### config.mk
export PLATFORM = sky130hd
export DESIGN_NAME = sprite_addr_cal
export DESIGN_NICKNAME = d
export VERILOG_FILES = /design/src/rtl/sprite_pkg.sv /design/src/rtl/sprite_addr_cal.sv
export SDC_FILE = /design/constraint.sdc
export NUM_CORES = 1
export LEC_CHECK = 0
export BUFFER_PORTS_ARGS = -buffer_cell sky130_fd_sc_hd__buf_2
export CAP_MARGIN = 30
export CORE_ASPECT_RATIO = 0.5
export CORE_UTILIZATION = 58
export CTS_BUF_LIST = sky130_fd_sc_hd__clkbuf_2
export CTS_CLUSTER_DIAMETER = 40
export DETAILED_ROUTE_END_ITERATION = 6
export PLACE_DENSITY = 0.84
export SYNTH_ARGS = -nofsm -noshare
export SYNTH_HDL_FRONTEND = slang
export SYNTH_SLANG_ARGS = --single-unit
### constraint.sdc
create_clock -name clk -period 19.2 [get_ports clk]
set_input_delay 5.76 -clock clk [delete_from_list [all_inputs] [get_ports clk]]
set_output_delay 5.76 -clock clk [all_outputs]
set_load 0.005 [all_outputs]
### src/rtl/sprite_pkg.sv
// Shared types and constants for the sprite display path: pattern/placement
// words packed by display components and consumed by sprite_addr_cal.
package sprite_pkg;

  localparam int unsigned SPRITE_ADDR_W  = 16;
  localparam int unsigned SPRITE_COORD_W = 10;

  localparam logic [23:0] SPRITE_BG_COLOUR = 24'h202020;

  typedef struct packed {
    logic [15:0] append;  // base address in sprite memory
    logic [15:0] res_h;   // stored row pitch
    logic [15:0] res_v;   // stored rows
    logic [15:0] act_h;   // displayed width
    logic [15:0] act_v;   // displayed height
  } pattern_info_t;

  typedef struct packed {
    logic       visible;
    logic       flip;
    logic [9:0] x;
    logic [9:0] y;
    logic [9:0] rsvd;
  } sprite_info_t;

endpackage

### src/rtl/sprite_addr_cal.sv
// Per-sprite pixel address calculator: registered sprite-memory address of the
// pixel under the beam plus a coverage flag, one pixel per clock, latency 1.
module sprite_addr_cal
  import sprite_pkg::*;
#(
  parameter int unsigned ADDR_W  = SPRITE_ADDR_W,
  parameter int unsigned COORD_W = SPRITE_COORD_W
) (
  input  logic               clk,
  input  logic               reset,
  input  logic [79:0]        pattern_info,
  input  logic [31:0]        sprite_info,
  input  logic [COORD_W-1:0] hcount,
  input  logic [COORD_W-1:0] vcount,
  output logic [ADDR_W-1:0]  addr_output,
  output logic               valid
);

  pattern_info_t pat;
  sprite_info_t  spr;

  logic [COORD_W:0]   col_ext, row_ext;
  logic [COORD_W-1:0] col, row;
  logic [15:0]        wid_h, wid_v, mcol, addr_full;
  logic               hit;

  logic [ADDR_W-1:0]  addr_d, addr_q;
  logic               valid_d, valid_q;

  logic               unused_rsvd;

  assign pat = pattern_info_t'(pattern_info);
  assign spr = sprite_info_t'(sprite_info);

  assign unused_rsvd = ^spr.rsvd;

  always_comb begin
    // Offsets carry a borrow bit; a set MSB means the beam is left of / above the sprite.
    col_ext = {1'b0, hcount} - {1'b0, COORD_W'(spr.x)};
    row_ext = {1'b0, vcount} - {1'b0, COORD_W'(spr.y)};
    col     = col_ext[COORD_W-1:0];
    row     = row_ext[COORD_W-1:0];

    // Displayed size larger than stored size is cropped to the stored size.
    wid_h = (pat.act_h < pat.res_h) ? pat.act_h : pat.res_h;
    wid_v = (pat.act_v < pat.res_v) ? pat.act_v : pat.res_v;

    hit = spr.visible && !col_ext[COORD_W] && !row_ext[COORD_W] &&
          (16'(col) < wid_h) && (16'(row) < wid_v);

    mcol      = spr.flip ? (wid_h - 16'd1 - 16'(col)) : 16'(col);
    addr_full = pat.append + 16'(row) * pat.res_h + mcol;

    valid_d = hit;
    addr_d  = hit ? ADDR_W'(addr_full) : '0;
  end

  always_ff @(posedge clk) begin
    if (!reset) begin
      addr_q  <= '0;
      valid_q <= 1'b0;
    end else begin
      addr_q  <= addr_d;
      valid_q <= valid_d;
    end
  end

  assign addr_output = addr_q;
  assign valid       = valid_q;

endmodule

Word level (Yosys, flattened, before mapping) --
Cells that the tools add are included.
Word-level totals: flip-flop bits (word level) 17, output and inout bits 17, logic and storage cells 23
Operators by class: add/sub/neg operators 6, multipliers 1, $lt $le $gt $ge 4, multiplexer cells 3, reductions and logical operators 7
Operators by type and width (count):
- $mux W16 | 3
- $add A16 B16 Y16 | 2
- $lt A10 B16 Y1 | 2
- $lt A16 B16 Y1 | 2
- $sub A10 B10 Y11 | 2
- $mul A10 B16 Y16 | 1
- $sub A16 B1 Y16 const B | 1
- $sub A16 B10 Y16 | 1
- $logic_and A1 B1 Y1 | 4
- $logic_not A1 Y1 | 2
- $reduce_and A2 Y1 | 1

Logic depth before layout (Yosys ltp) --
Gate-level depths: netlist of the first run.
depth in word-level cells 7, mapped depth 39, gate-level depth less buffers 36

Worst setup path before layout of the first run --
Ideal clock, no wire load.
kind input-to-reg, from input port pattern_info[49], to register addr_q[15], in the netlist addr_output[15], setup time 0.075 ns, data arrival time 14.185 ns, required time 19.125 ns, slack 4.940 ns, stages on the path 38, buffers on the path 3, path through clkbuf_1 > inv_1 > ha_1 > a21o_1 > a21o_1 > a21o_1 > a211o_1 > a21oi_1 > buf_2 > clkbuf_1 > nor2_1 > a21o_1 > ha_1 > a21o_1 > a21oi_1 > o21ai_1 > a21oi_1 > o21ai_1 > [2 not listed] > nor3_1 > xor2_1 > nor2_1 > fa_1 > fa_1 > inv_1 > fa_1 > fa_1 > xor2_1 > xnor2_1 > xnor2_1 > xnor2_1 > xnor3_1 > xnor3_1 > xnor3_1 > xor2_1 > a311o_1 > a21oi_1
Between the ends: word-level cells in the longest chain between the ends 6, elaborated cells between the ends (all ways) 12, those cells by class add/sub: 4; mul: 1; order compare: 2; mux: 2; reduce/logical: 3
Ends and longest elaborated chain:
- start: declaration | RTL line sprite_addr_cal.sv:11 | input logic [79:0] pattern_info,
- $lt A16 B16 Y1 | RTL line sprite_addr_cal.sv:45 | wid_h = (pat.act_h < pat.res_h) ? pat.act_h : pat.res_h;
- $mux W16 | RTL line sprite_addr_cal.sv:45
- $sub A16 B1 Y16 / $lt A10 B16 Y1 (equally long branches) | RTL line sprite_addr_cal.sv:51, sprite_addr_cal.sv:49
- $sub A16 B10 Y16 / $logic_and A1 B1 Y1 (equally long branches) | RTL line sprite_addr_cal.sv:51, sprite_addr_cal.sv:48
- $mux W16 / $logic_and A1 B1 Y1 (equally long branches) | RTL line sprite_addr_cal.sv:51, sprite_addr_cal.sv:49
- $add A16 B16 Y16 / $reduce_and A2 Y1 (equally long branches)
- end signal: assignment | RTL line sprite_addr_cal.sv:63 | addr_q <= addr_d;
- end: declaration | RTL line sprite_addr_cal.sv:27 | logic [ADDR_W-1:0] addr_d, addr_q;
Several ways; a longest one is shown, not always the timed one. A chain may end at the register's enable or synchronous reset.

Worst setup path after layout of the first run --
Same ends and word-level chain as after synthesis.

==> reports/results.ini, run 1 <==
[detailed_routing]
detail_route.iter0.violations=413
firstDrtPassIters=5
via_per_inst=5.48
drt.antenna.violating_nets=0
finalWirelength_um=19200
drc=0
wl_per_cell_um=15.8
route.vias.total=6662

[cells_and_area]
finalCoreUtilization_pct=68.5
final_cell_count_no_fill=1215
n_antenna_cell=0
final-seq-area_um2=340
nFillCells=998
multi_input_comb_area_um2=6220
post_route_cells_drive_above_1_share_pct=16.6
area_delta_synth_final_pct=11.8
final_nets=1397

[logic_synthesis]
syn_area_per_cell_um2=8.06
synth_edf_count=0
ys_async_sr_fraction_pct=0
yosys_warnings=0
synth-seq-cells=17
syn_inst_count=924
synth_flop_cell=sky130_fd_sc_hd__dfxtp_1
synth.net_count=1270
ys_types=56
ys_seq_area_share_pct=4.57
synth.cell_area_um2=7450

[worst_hold_path]
hold_class=input port to flip-flop
hold_path.startpoint=pattern_info[64]

[placed_design]
place_ws_ps=4410
numPlacedInstances=1211
hpwlAfterDp_um=16700
place.port_buffers=140
routabilityCongestion=0.917

[critical_path]
worst_setup_path_end_kind=flip-flop
critical_path_required_ps=19360
worst-setup-path-type=input port to flip-flop
crit_path_max_incr_delay_ps=480
critPathSlowestCell=sky130_fd_sc_hd__fa_1
critical_path_arrival_ps=14830
largest_fanout_on_the_critical_path=10
crit_start=pattern_info[49]
critical_path.most_common_cell=sky130_fd_sc_hd__fa_1
start_kind=input port

[global_routing]
gr-usage-all-layers_pct=30.0
globalRoute.totalOverflow=0
pin_count_of_the_biggest_net_entering_global_routing=27
grt_first_pass_wirelength_um=31100
number_of_global_route_vias_before_repair=6648
antenna_violations_before_repair=0

[timing]
setup_viol_count_final=0
grt_setup_unrepaired=false
fin_crit_sh_pct=76.4
timing.fmax_mhz=68.2
report.final.slew_viol_count=0
timing.final.crit_period_ps=14660
finalWorstSetupSlack_ps=4540
setup-tns-final_ps=0
worst-slew-pin-transition_ps=944
maxSlewHeadroom_pct=36.9
fin_worst_hold_slack_ps=5830
final-hold-violation-count=0

[cts]
clock_tree.root_cell=sky130_fd_sc_hd__clkbuf_2
cts.path.max_buffers=2
post_cts_repair_timing_setup_buffer_count=0
cts_resized=0
clock_sink_count=17
cts_buffers=3
hold_fix_buffer_count_after_cts=0
cts-htree-levels=1
clk_pin_slew_ps=160
tritoncts=built

[die]
floorplan.die.height_um=82.1
die_x_um=162
initial_cell_density_of_the_core_pct=61.3
ioPinCount=151
fp.dieArea_um2=13300
floorplan.core_area_um2=12200
std_cell_rows=28

[flow_run]
maxCapViolations=0

[pwr]
switching_fraction_pct=52.3
sequentialPowerShare_pct=2.3
share_of_power_burned_in_the_clock_network_pct=0.9
p_leak_nw=4.69
vdd_ir_drop_max_uv=224
comb_power_share_pct=96.8
power.internal_mw=0.871
p_sw_mw=0.954
power_density_nw_per_um2=219

[run_status]
status=finished, final reports clean

==> logic make-up (layout without fill, tap and decap cells) <==
| logic type | count (synthesis) | after routing | share of synthesized area [%] |
|---|---|---|---|
| XOR/XNOR | 42 | 42 | 5.78 |
| AND/OR/NAND/NOR | 251 | 251 | 16.5 |
| multiplexers | 21 | 21 | 2.91 |
| adder cells (fa/ha/maj) | 212 | 212 | 45.9 |
| AO/OA/AOI/OAI | 143 | 143 | 12.3 |
| flip-flops | 17 | 17 | 4.57 |
| buffers and inverters | 238 | 364 | 12.0 |
==> final timing paths <==
check,end,slack (ps),cells after the start
hold / removal,addr_output[0]$_SDFF_PN0_,5830,4
setup / recovery,addr_output[15]$_SDFF_PN0_,4540,37
==> synthesized netlist by cell type, types with 2 or more instances <==
master                      instances  area share, %
sky130_fd_sc_hd__o2111ai_1          2           0.24
sky130_fd_sc_hd__nand2b_1          13            1.1
sky130_fd_sc_hd__and3_1            11           0.92
sky130_fd_sc_hd__or3_1              2           0.17
sky130_fd_sc_hd__fa_1             102             27
sky130_fd_sc_hd__xnor2_1           25            2.9
sky130_fd_sc_hd__nor2_1            56            2.8
sky130_fd_sc_hd__xnor3_1            4            1.2
sky130_fd_sc_hd__a31oi_1            5           0.42
sky130_fd_sc_hd__o21ai_1           19            1.3
sky130_fd_sc_hd__nand2_1           75            3.8
sky130_fd_sc_hd__clkbuf_1          21            1.1
sky130_fd_sc_hd__a21oi_1           45            3.0
sky130_fd_sc_hd__nor2b_1           14            1.2
sky130_fd_sc_hd__a211oi_1           2           0.20
sky130_fd_sc_hd__o31ai_2            2           0.34
sky130_fd_sc_hd__a211o_1            3           0.35
sky130_fd_sc_hd__nor4_1             4           0.34
sky130_fd_sc_hd__o21a_1             3           0.30
sky130_fd_sc_hd__inv_1            200             10
sky130_fd_sc_hd__or2_2              2           0.17
sky130_fd_sc_hd__mux2i_1           16            2.1
sky130_fd_sc_hd__o211ai_1           2           0.20
sky130_fd_sc_hd__inv_2             14           0.71
sky130_fd_sc_hd__a21boi_1           2           0.20
sky130_fd_sc_hd__or4_1              2           0.20
sky130_fd_sc_hd__nor3b_1            4           0.40
sky130_fd_sc_hd__o21bai_1           4           0.40
sky130_fd_sc_hd__mux2_2             4           0.60
sky130_fd_sc_hd__nand4_1            9           0.76
sky130_fd_sc_hd__dfxtp_1           17            4.6
sky130_fd_sc_hd__and2_1            34            2.9
sky130_fd_sc_hd__nand3_1            8           0.54
sky130_fd_sc_hd__o21ai_0           12           0.81
sky130_fd_sc_hd__a21o_1            30            3.0
sky130_fd_sc_hd__nor3_1            13           0.87
sky130_fd_sc_hd__buf_2              2           0.13
sky130_fd_sc_hd__and4_1             2           0.24
sky130_fd_sc_hd__xor2_1            12            1.4
sky130_fd_sc_hd__ha_1             110             18
sky130_fd_sc_hd__o2111a_1           2           0.30
==> power groups by stage <==
| stage | clock [mW] | sequential (mW) | combinational, mW |
|---|---|---|---|
| after floorplan | 0 | 0.0437 | 1.41 |
| after global placement | 0 | 0.0426 | 1.68 |
| after detailed placement | 0 | 0.0428 | 1.74 |
| after CTS | 0.0168 | 0.0420 | 1.77 |
| after global routing | 0.0183 | 0.0424 | 2.02 |
| final | 0.0162 | 0.0419 | 1.77 |
==> critical path: cells and delay by family <==
kind                     cells  cell delay (ps)
multiplexers                 1              220
XOR/XNOR                     8             2010
adder cells (fa/ha/maj)      7             2760
AO/OA/AOI/OAI               13             2830
buffers and inverters        4              520
AND/OR/NAND/NOR              4              720
==> through the flow <==
| step | area, um^2 | power (mW) |
|---|---|---|
| floorplan | 7450 | 1.46 |
| global placement | 8310 | 1.72 |
| detailed placement | 8310 | 1.79 |
| CTS | 8330 | 1.83 |
| global route | 8330 | 2.08 |
| finish | 8330 | 1.82 |
==> layout make-up <==
cell class / instances / area share [%]
tap: 165 / 2.48
clock inverter: 1 / 0.0601
timing repair buffer: 145 / 8.86
multi-input combinational: 669 / 74.6
inverter: 215 / 9.70
clock buffer: 3 / 0.180
sequential: 17 / 4.09
==> cell usage in the layout (no fill, tap or decap), drive strengths merged, types with 13 or more instances in the layout <==
master and instances:
dfxtp 17, nor2b 14, and2 34, buf 145
nand2b 13, xnor2 26, mux2i 16, inv 214
ha 110, nor2 56, a21o 30, fa 102
nor3 13, a21oi 45, o21ai 31, nand2 75
==> per-layer routing <==
layer	up-vias	wire (um)	GRT usage, %
met5	-	0	0
met4	0	303	6.89
met3	33	1560	5.59
met2	276	8910	52.6
met1	3168	8430	39.0
li1	3185	-	-
==> flip-flops by register name (all words and copies together) (netlist names) <==
name and flops:
addr_output 16, valid 1
Power figures use the tool's default switching activity.
==> run 2, diff against run 1 <==
==> constraint.sdc (replaced) <==
create_clock -name clk -period 14.41 [get_ports clk]
set_input_delay 4.323 -clock clk [delete_from_list [all_inputs] [get_ports clk]]
set_output_delay 4.323 -clock clk [all_outputs]
set_load 0.005 [all_outputs]
==> run 2 against run 1 <==
  * Worst hold slack lost 1400 ps
  * Setup slack lost 3300 ps
  * Clock-buffer cell count grew 1
  * Combinational power grew 32%
  * Routed wire length shrank 1.7%
  * Sequential share of layout area is the same
  * Final area is the same
  * Highest routed layer unchanged
  * Via count shrank 1.0%
  * Core utilization is the same
  * Total power grew 32%
  * Non-clock buffer count is the same
  * Cell count is the same
==> reports/results.ini, run 2 (synthesis results as in run 1) <==
[run_status]
status=finished, final reports clean

[global_routing]
number_of_global_route_vias_before_repair=6504  ; -2.2%
grt_first_pass_wirelength_um=30500  ; -2.0%
globalRoute.totalOverflow=0  ; unchanged
antenna_violations_before_repair=0  ; unchanged
gr-usage-all-layers_pct=29.2  ; -0.83 points
pin_count_of_the_biggest_net_entering_global_routing=27  ; unchanged

[die]
fp.dieArea_um2=13300  ; unchanged
ioPinCount=151  ; unchanged
initial_cell_density_of_the_core_pct=61.3  ; unchanged
floorplan.die.height_um=82.1  ; unchanged
floorplan.core_area_um2=12200  ; unchanged
die_x_um=162  ; unchanged
std_cell_rows=28  ; unchanged

[timing]
final-hold-violation-count=0  ; unchanged
timing.fmax_mhz=75.8
maxSlewHeadroom_pct=36.3  ; -0.56 points
setup_viol_count_final=0  ; unchanged
finalWorstSetupSlack_ps=1210  ; -3330 ps
setup-tns-final_ps=0  ; unchanged
report.final.slew_viol_count=0  ; unchanged
grt_setup_unrepaired=false
timing.final.crit_period_ps=13200
worst-slew-pin-transition_ps=948  ; +4.46 ps
fin_crit_sh_pct=91.6
fin_worst_hold_slack_ps=4430  ; -1400 ps

[detailed_routing]
wl_per_cell_um=15.5  ; -1.7%
firstDrtPassIters=5  ; unchanged
finalWirelength_um=18900  ; -1.7%
detail_route.iter0.violations=355  ; -14%
drt.antenna.violating_nets=0  ; unchanged
route.vias.total=6593  ; -1.0%
drc=0  ; unchanged
via_per_inst=5.43  ; -1.0%

[cts]
hold_fix_buffer_count_after_cts=0  ; unchanged
clock_tree.root_cell=sky130_fd_sc_hd__clkbuf_2
clock_sink_count=17  ; unchanged
clk_pin_slew_ps=160  ; about the same
cts_resized=0  ; unchanged
post_cts_repair_timing_setup_buffer_count=0  ; unchanged
tritoncts=built
cts.path.max_buffers=2  ; unchanged
cts_buffers=3  ; unchanged
cts-htree-levels=1  ; unchanged

[critical_path]
largest_fanout_on_the_critical_path=10  ; unchanged
cp_top_family=compound AO/OA/AOI/OAI gates
crit_path_max_incr_delay_ps=470  ; about the same
timing.critical_path.to=addr_output[15]$_SDFF_PN0_
cp_num_cells=37  ; unchanged
worst_setup_path_end_kind=flip-flop
path_buf_inv=4  ; unchanged
critical_path_required_ps=14540  ; -4820 ps
worst-setup-path-type=input port to flip-flop
crit_start=pattern_info[49]
critical_path.most_common_cell=sky130_fd_sc_hd__fa_1
start_kind=input port
critical_path_arrival_ps=13330  ; -1500 ps
critPathSlowestCell=sky130_fd_sc_hd__fa_1

[cells_and_area]
finalCoreUtilization_pct=68.5  ; unchanged
n_antenna_cell=0  ; unchanged
largest_register_ffs=16  ; unchanged
stdcell_area_um2=8330  ; unchanged
mostFrequentLayoutCell=sky130_fd_sc_hd__inv_1
most-common-layout-cells=sky130_fd_sc_hd__inv_1, sky130_fd_sc_hd__buf_2, sky130_fd_sc_hd__ha_1
area_delta_synth_final_pct=11.8  ; unchanged
post_route_cells_drive_above_1_share_pct=16.6  ; unchanged
final_nets=1397  ; unchanged

[pwr]
power_density_nw_per_um2=290  ; +32%
vdd_ir_drop_max_uv=367  ; +64%
p_leak_nw=4.69  ; about the same

[flow_run]
maxCapViolations=0  ; unchanged

[worst_hold_path]
hold_class=input port to flip-flop

[placed_design]
place_ws_ps=1060  ; -3350 ps
place.port_buffers=140  ; unchanged
routabilityCongestion=0.958  ; +4.4%
hpwlAfterDp_um=16600  ; -0.36%
placedInstanceArea_um2=8310  ; unchanged

-- run 2: how the worst min path moves through the flow --
stage	start	slack (ps)	to	cells after the start
final	pattern_info[64]	4430	addr_output[0]$_SDFF_PN0_	4
after global routing	pattern_info[64]	4460	addr_output[0]$_SDFF_PN0_	4
after CTS	pattern_info[64]	4430	addr_output[0]$_SDFF_PN0_	4
after detailed placement	addr_output[5]$_SDFF_PN0_	4700	addr_output[5]	1
after global placement	addr_output[9]$_SDFF_PN0_	4700	addr_output[9]	1
after floorplan	pattern_info[64]	4610	addr_output[0]$_SDFF_PN0_	3
-- run 2: area by class of cell --
cell class,instances,area (um^2)
multi-input combinational,669,6220
fill,982,3830
inverter,215,808
timing repair buffer,145,738
sequential,17,340
tap,165,206
clock buffer,4,20.0
-- run 2: through the flow --
stage / cells / total power, mW
floorplan: 924 / 1.94
global placement: 1210 / 2.29
detailed placement: 1211 / 2.39
CTS: 1215 / 2.42
global route: 1215 / 2.76
finish: 1215 / 2.42
-- run 2: power by group --
| group | switching, mW | leakage [nW] | total, mW | internal [mW] |
|---|---|---|---|---|
| Sequential | 0.00117 | 0.137 | 0.0557 | 0.0546 |
| Combinational | 1.24 | 4.54 | 2.34 | 1.10 |
| Clock | 0.0141 | 0.0166 | 0.0215 | 0.00736 |
-- run 2: tightest hold or removal path: stages --
cell and delay [ps]:
sky130_fd_sc_hd__buf_2 90, sky130_fd_sc_hd__fa_1 170, sky130_fd_sc_hd__inv_1 40, sky130_fd_sc_hd__nor2_1 80
-- run 2: layer usage --
layer	global-route usage (%)	part of all wire [%]	wire [um]
met5	0	0	0
met4	7.08	1.3	246
met2	50.0	46	8710
met1	37.9	43	8100
met3	6.64	9.6	1810
==> run 3, diff against run 2 <==
--- a/config.mk
+++ b/config.mk
@@ -8,11 +8,11 @@
 export BUFFER_PORTS_ARGS = -buffer_cell sky130_fd_sc_hd__buf_2
 export CAP_MARGIN = 30
 export CORE_ASPECT_RATIO = 0.5
-export CORE_UTILIZATION = 58
+export CORE_UTILIZATION = 40
 export CTS_BUF_LIST = sky130_fd_sc_hd__clkbuf_2
 export CTS_CLUSTER_DIAMETER = 40
 export DETAILED_ROUTE_END_ITERATION = 6
-export PLACE_DENSITY = 0.84
+export RECOVER_POWER = 25
 export SYNTH_ARGS = -nofsm -noshare
 export SYNTH_HDL_FRONTEND = slang
 export SYNTH_SLANG_ARGS = --single-unit
==> run 3 against run 2 <==
  * Global-route usage decreased by 8.6 points
  * Worst hold slack worse by 2.3 ps
  * Final area rose by 1.2%
  * Sequential share of layout area barely moved
  * Die area rose by 44%
  * Setup slack got worse by 150 ps
  * Routed wire length up 1.6%
  * Via count is 2.9% lower
  * Flip-flop and latch count did not move
  * Critical path type unchanged
  * Cell count rose by 5.8%
  * Clock-buffer cell count did not move
==> reports/results.ini, run 3 (synthesis results as in run 1) <==
[flow_run]
maxCapViolations=0  ; unchanged

[cells_and_area]
largest_register_ffs=16  ; unchanged
mostFrequentLayoutCell=sky130_fd_sc_hd__inv_1
area_delta_synth_final_pct=13.2
most-common-layout-cells=sky130_fd_sc_hd__inv_1, sky130_fd_sc_hd__buf_2, sky130_fd_sc_hd__ha_1
post_route_cells_drive_above_1_share_pct=16.6  ; about the same
final_nets=1398  ; +0.072%

[cts]
cts-htree-levels=1  ; unchanged
post_cts_repair_timing_setup_buffer_count=0  ; unchanged
clk_pin_slew_ps=160  ; about the same
hold_fix_buffer_count_after_cts=0  ; unchanged
tritoncts=built
clock_tree.root_cell=sky130_fd_sc_hd__clkbuf_2
cts_buffers=3  ; unchanged
cts_resized=0  ; unchanged
clock_sink_count=17  ; unchanged
cts.path.max_buffers=2  ; unchanged

[timing]
final-hold-violation-count=0  ; unchanged
fin_crit_sh_pct=92.6  ; +1.0 points
worst-slew-pin-transition_ps=953  ; +4.52 ps
report.final.slew_viol_count=0  ; unchanged
timing.final.crit_period_ps=13350  ; +147 ps
timing.fmax_mhz=74.9  ; -1.1%
setup-tns-final_ps=0  ; unchanged
maxSlewHeadroom_pct=36.3  ; about the same
setup_viol_count_final=0  ; unchanged
grt_setup_unrepaired=false

[detailed_routing]
detail_route.iter0.violations=242  ; -32%
drc=0  ; unchanged
via_per_inst=4.98  ; -8.2%
drt.antenna.violating_nets=0  ; unchanged
route.vias.total=6405  ; -2.9%
finalWirelength_um=19200  ; +1.6%
wl_per_cell_um=14.9  ; -4.0%
firstDrtPassIters=5  ; unchanged

[worst_hold_path]
hold_class=input port to flip-flop
min_delay_path_depth=4  ; unchanged
hold_path.startpoint=pattern_info[64]
end_point_of_the_most_critical_hold_path=addr_output[0]$_SDFF_PN0_

[die]
std_cell_rows=34  ; +21%
ioPinCount=151  ; unchanged
die_x_um=195  ; +20%
floorplan.die.height_um=98.5  ; +20%
floorplan.core_area_um2=17800  ; +46%
initial_cell_density_of_the_core_pct=41.9  ; -19 points
fp.dieArea_um2=19200  ; +44%

[critical_path]
crit_start=pattern_info[49]
crit_path_max_incr_delay_ps=490  ; +20 ps
worst_setup_path_end_kind=flip-flop
worst-setup-path-type=input port to flip-flop
critical_path.most_common_cell=sky130_fd_sc_hd__a21oi_1
critical_path_required_ps=14580  ; +40 ps
critPathSlowestCell=sky130_fd_sc_hd__fa_1
start_kind=input port
critical_path_arrival_ps=13520  ; +190 ps
largest_fanout_on_the_critical_path=28  ; +18

[placed_design]
place.port_buffers=140  ; unchanged
hpwlAfterDp_um=17200  ; +3.3%
routabilityCongestion=0.926  ; -3.3%

[global_routing]
globalRoute.totalOverflow=0  ; unchanged
number_of_global_route_vias_before_repair=6344  ; -2.5%
pin_count_of_the_biggest_net_entering_global_routing=29  ; +7.4%
gr-usage-all-layers_pct=20.6  ; -8.6 points
antenna_violations_before_repair=2  ; +2
grt_first_pass_wirelength_um=31500  ; +3.3%

[run_status]
status=finished, final reports clean

## run 3: metal layers
metal,vias to the layer above,GRT usage [%],wire (um)
li1,3183,-,-
met1,3041,29.4,9410
met2,162,33.3,8440
met3,19,3.08,1070
met4,0,3.82,252
met5,-,0,0
## run 3: how the worst max path moves through the flow
stage | to | slack, ps | cells after the start
4_1_cts | addr_output[15]$_SDFF_PN0_ | 1090 | 37
5_1_grt | addr_output[15]$_SDFF_PN0_ | 470 | 37
2_1_floorplan | addr_output[15]$_SDFF_PN0_ | 1590 | 38
3_5_place_dp | addr_output[15]$_SDFF_PN0_ | 800 | 37
6_report | addr_output[15]$_SDFF_PN0_ | 1060 | 37
3_3_place_gp | addr_output[15]$_SDFF_PN0_ | 950 | 37
## run 3: layout make-up
cell class,instances,area (um^2)
inverter,215,808
clock buffer,4,20.0
fill,1787,9350
antenna,1,2.50
timing repair buffer,146,752
tap,234,293
multi-input combinational,669,6220
sequential,17,340
## run 3: metrics by stage
stage                     utilization [%]  hold WS (ps)  instance area (um^2)  cells  setup WS (ps)
after floorplan                         -          4610                  7450    924           1590
after global placement               47.2          4700                  8400   1280            953
after detailed placement             47.3          4700                  8410   1281            802
after CTS                            47.4          4430                  8430   1285           1090
after global routing                 47.4          4420                  8430   1285            473
final                                47.4          4430                  8430   1286           1060
## run 3: worst max-delay path, delay by kind of cell
kind / cells / cell delay (ps)
AOI/OAI and AO/OA: 15 / 2980
adders and majority gates: 6 / 2490
xor gates and xnor gates: 8 / 2120
and+or+nand+nor: 4 / 830
buffers and inverters: 4 / 760
Power of run 3 is left out: the tool's default activity adds up to more than one toggle a clock period on the data nets, which glitch-free logic cannot reach.
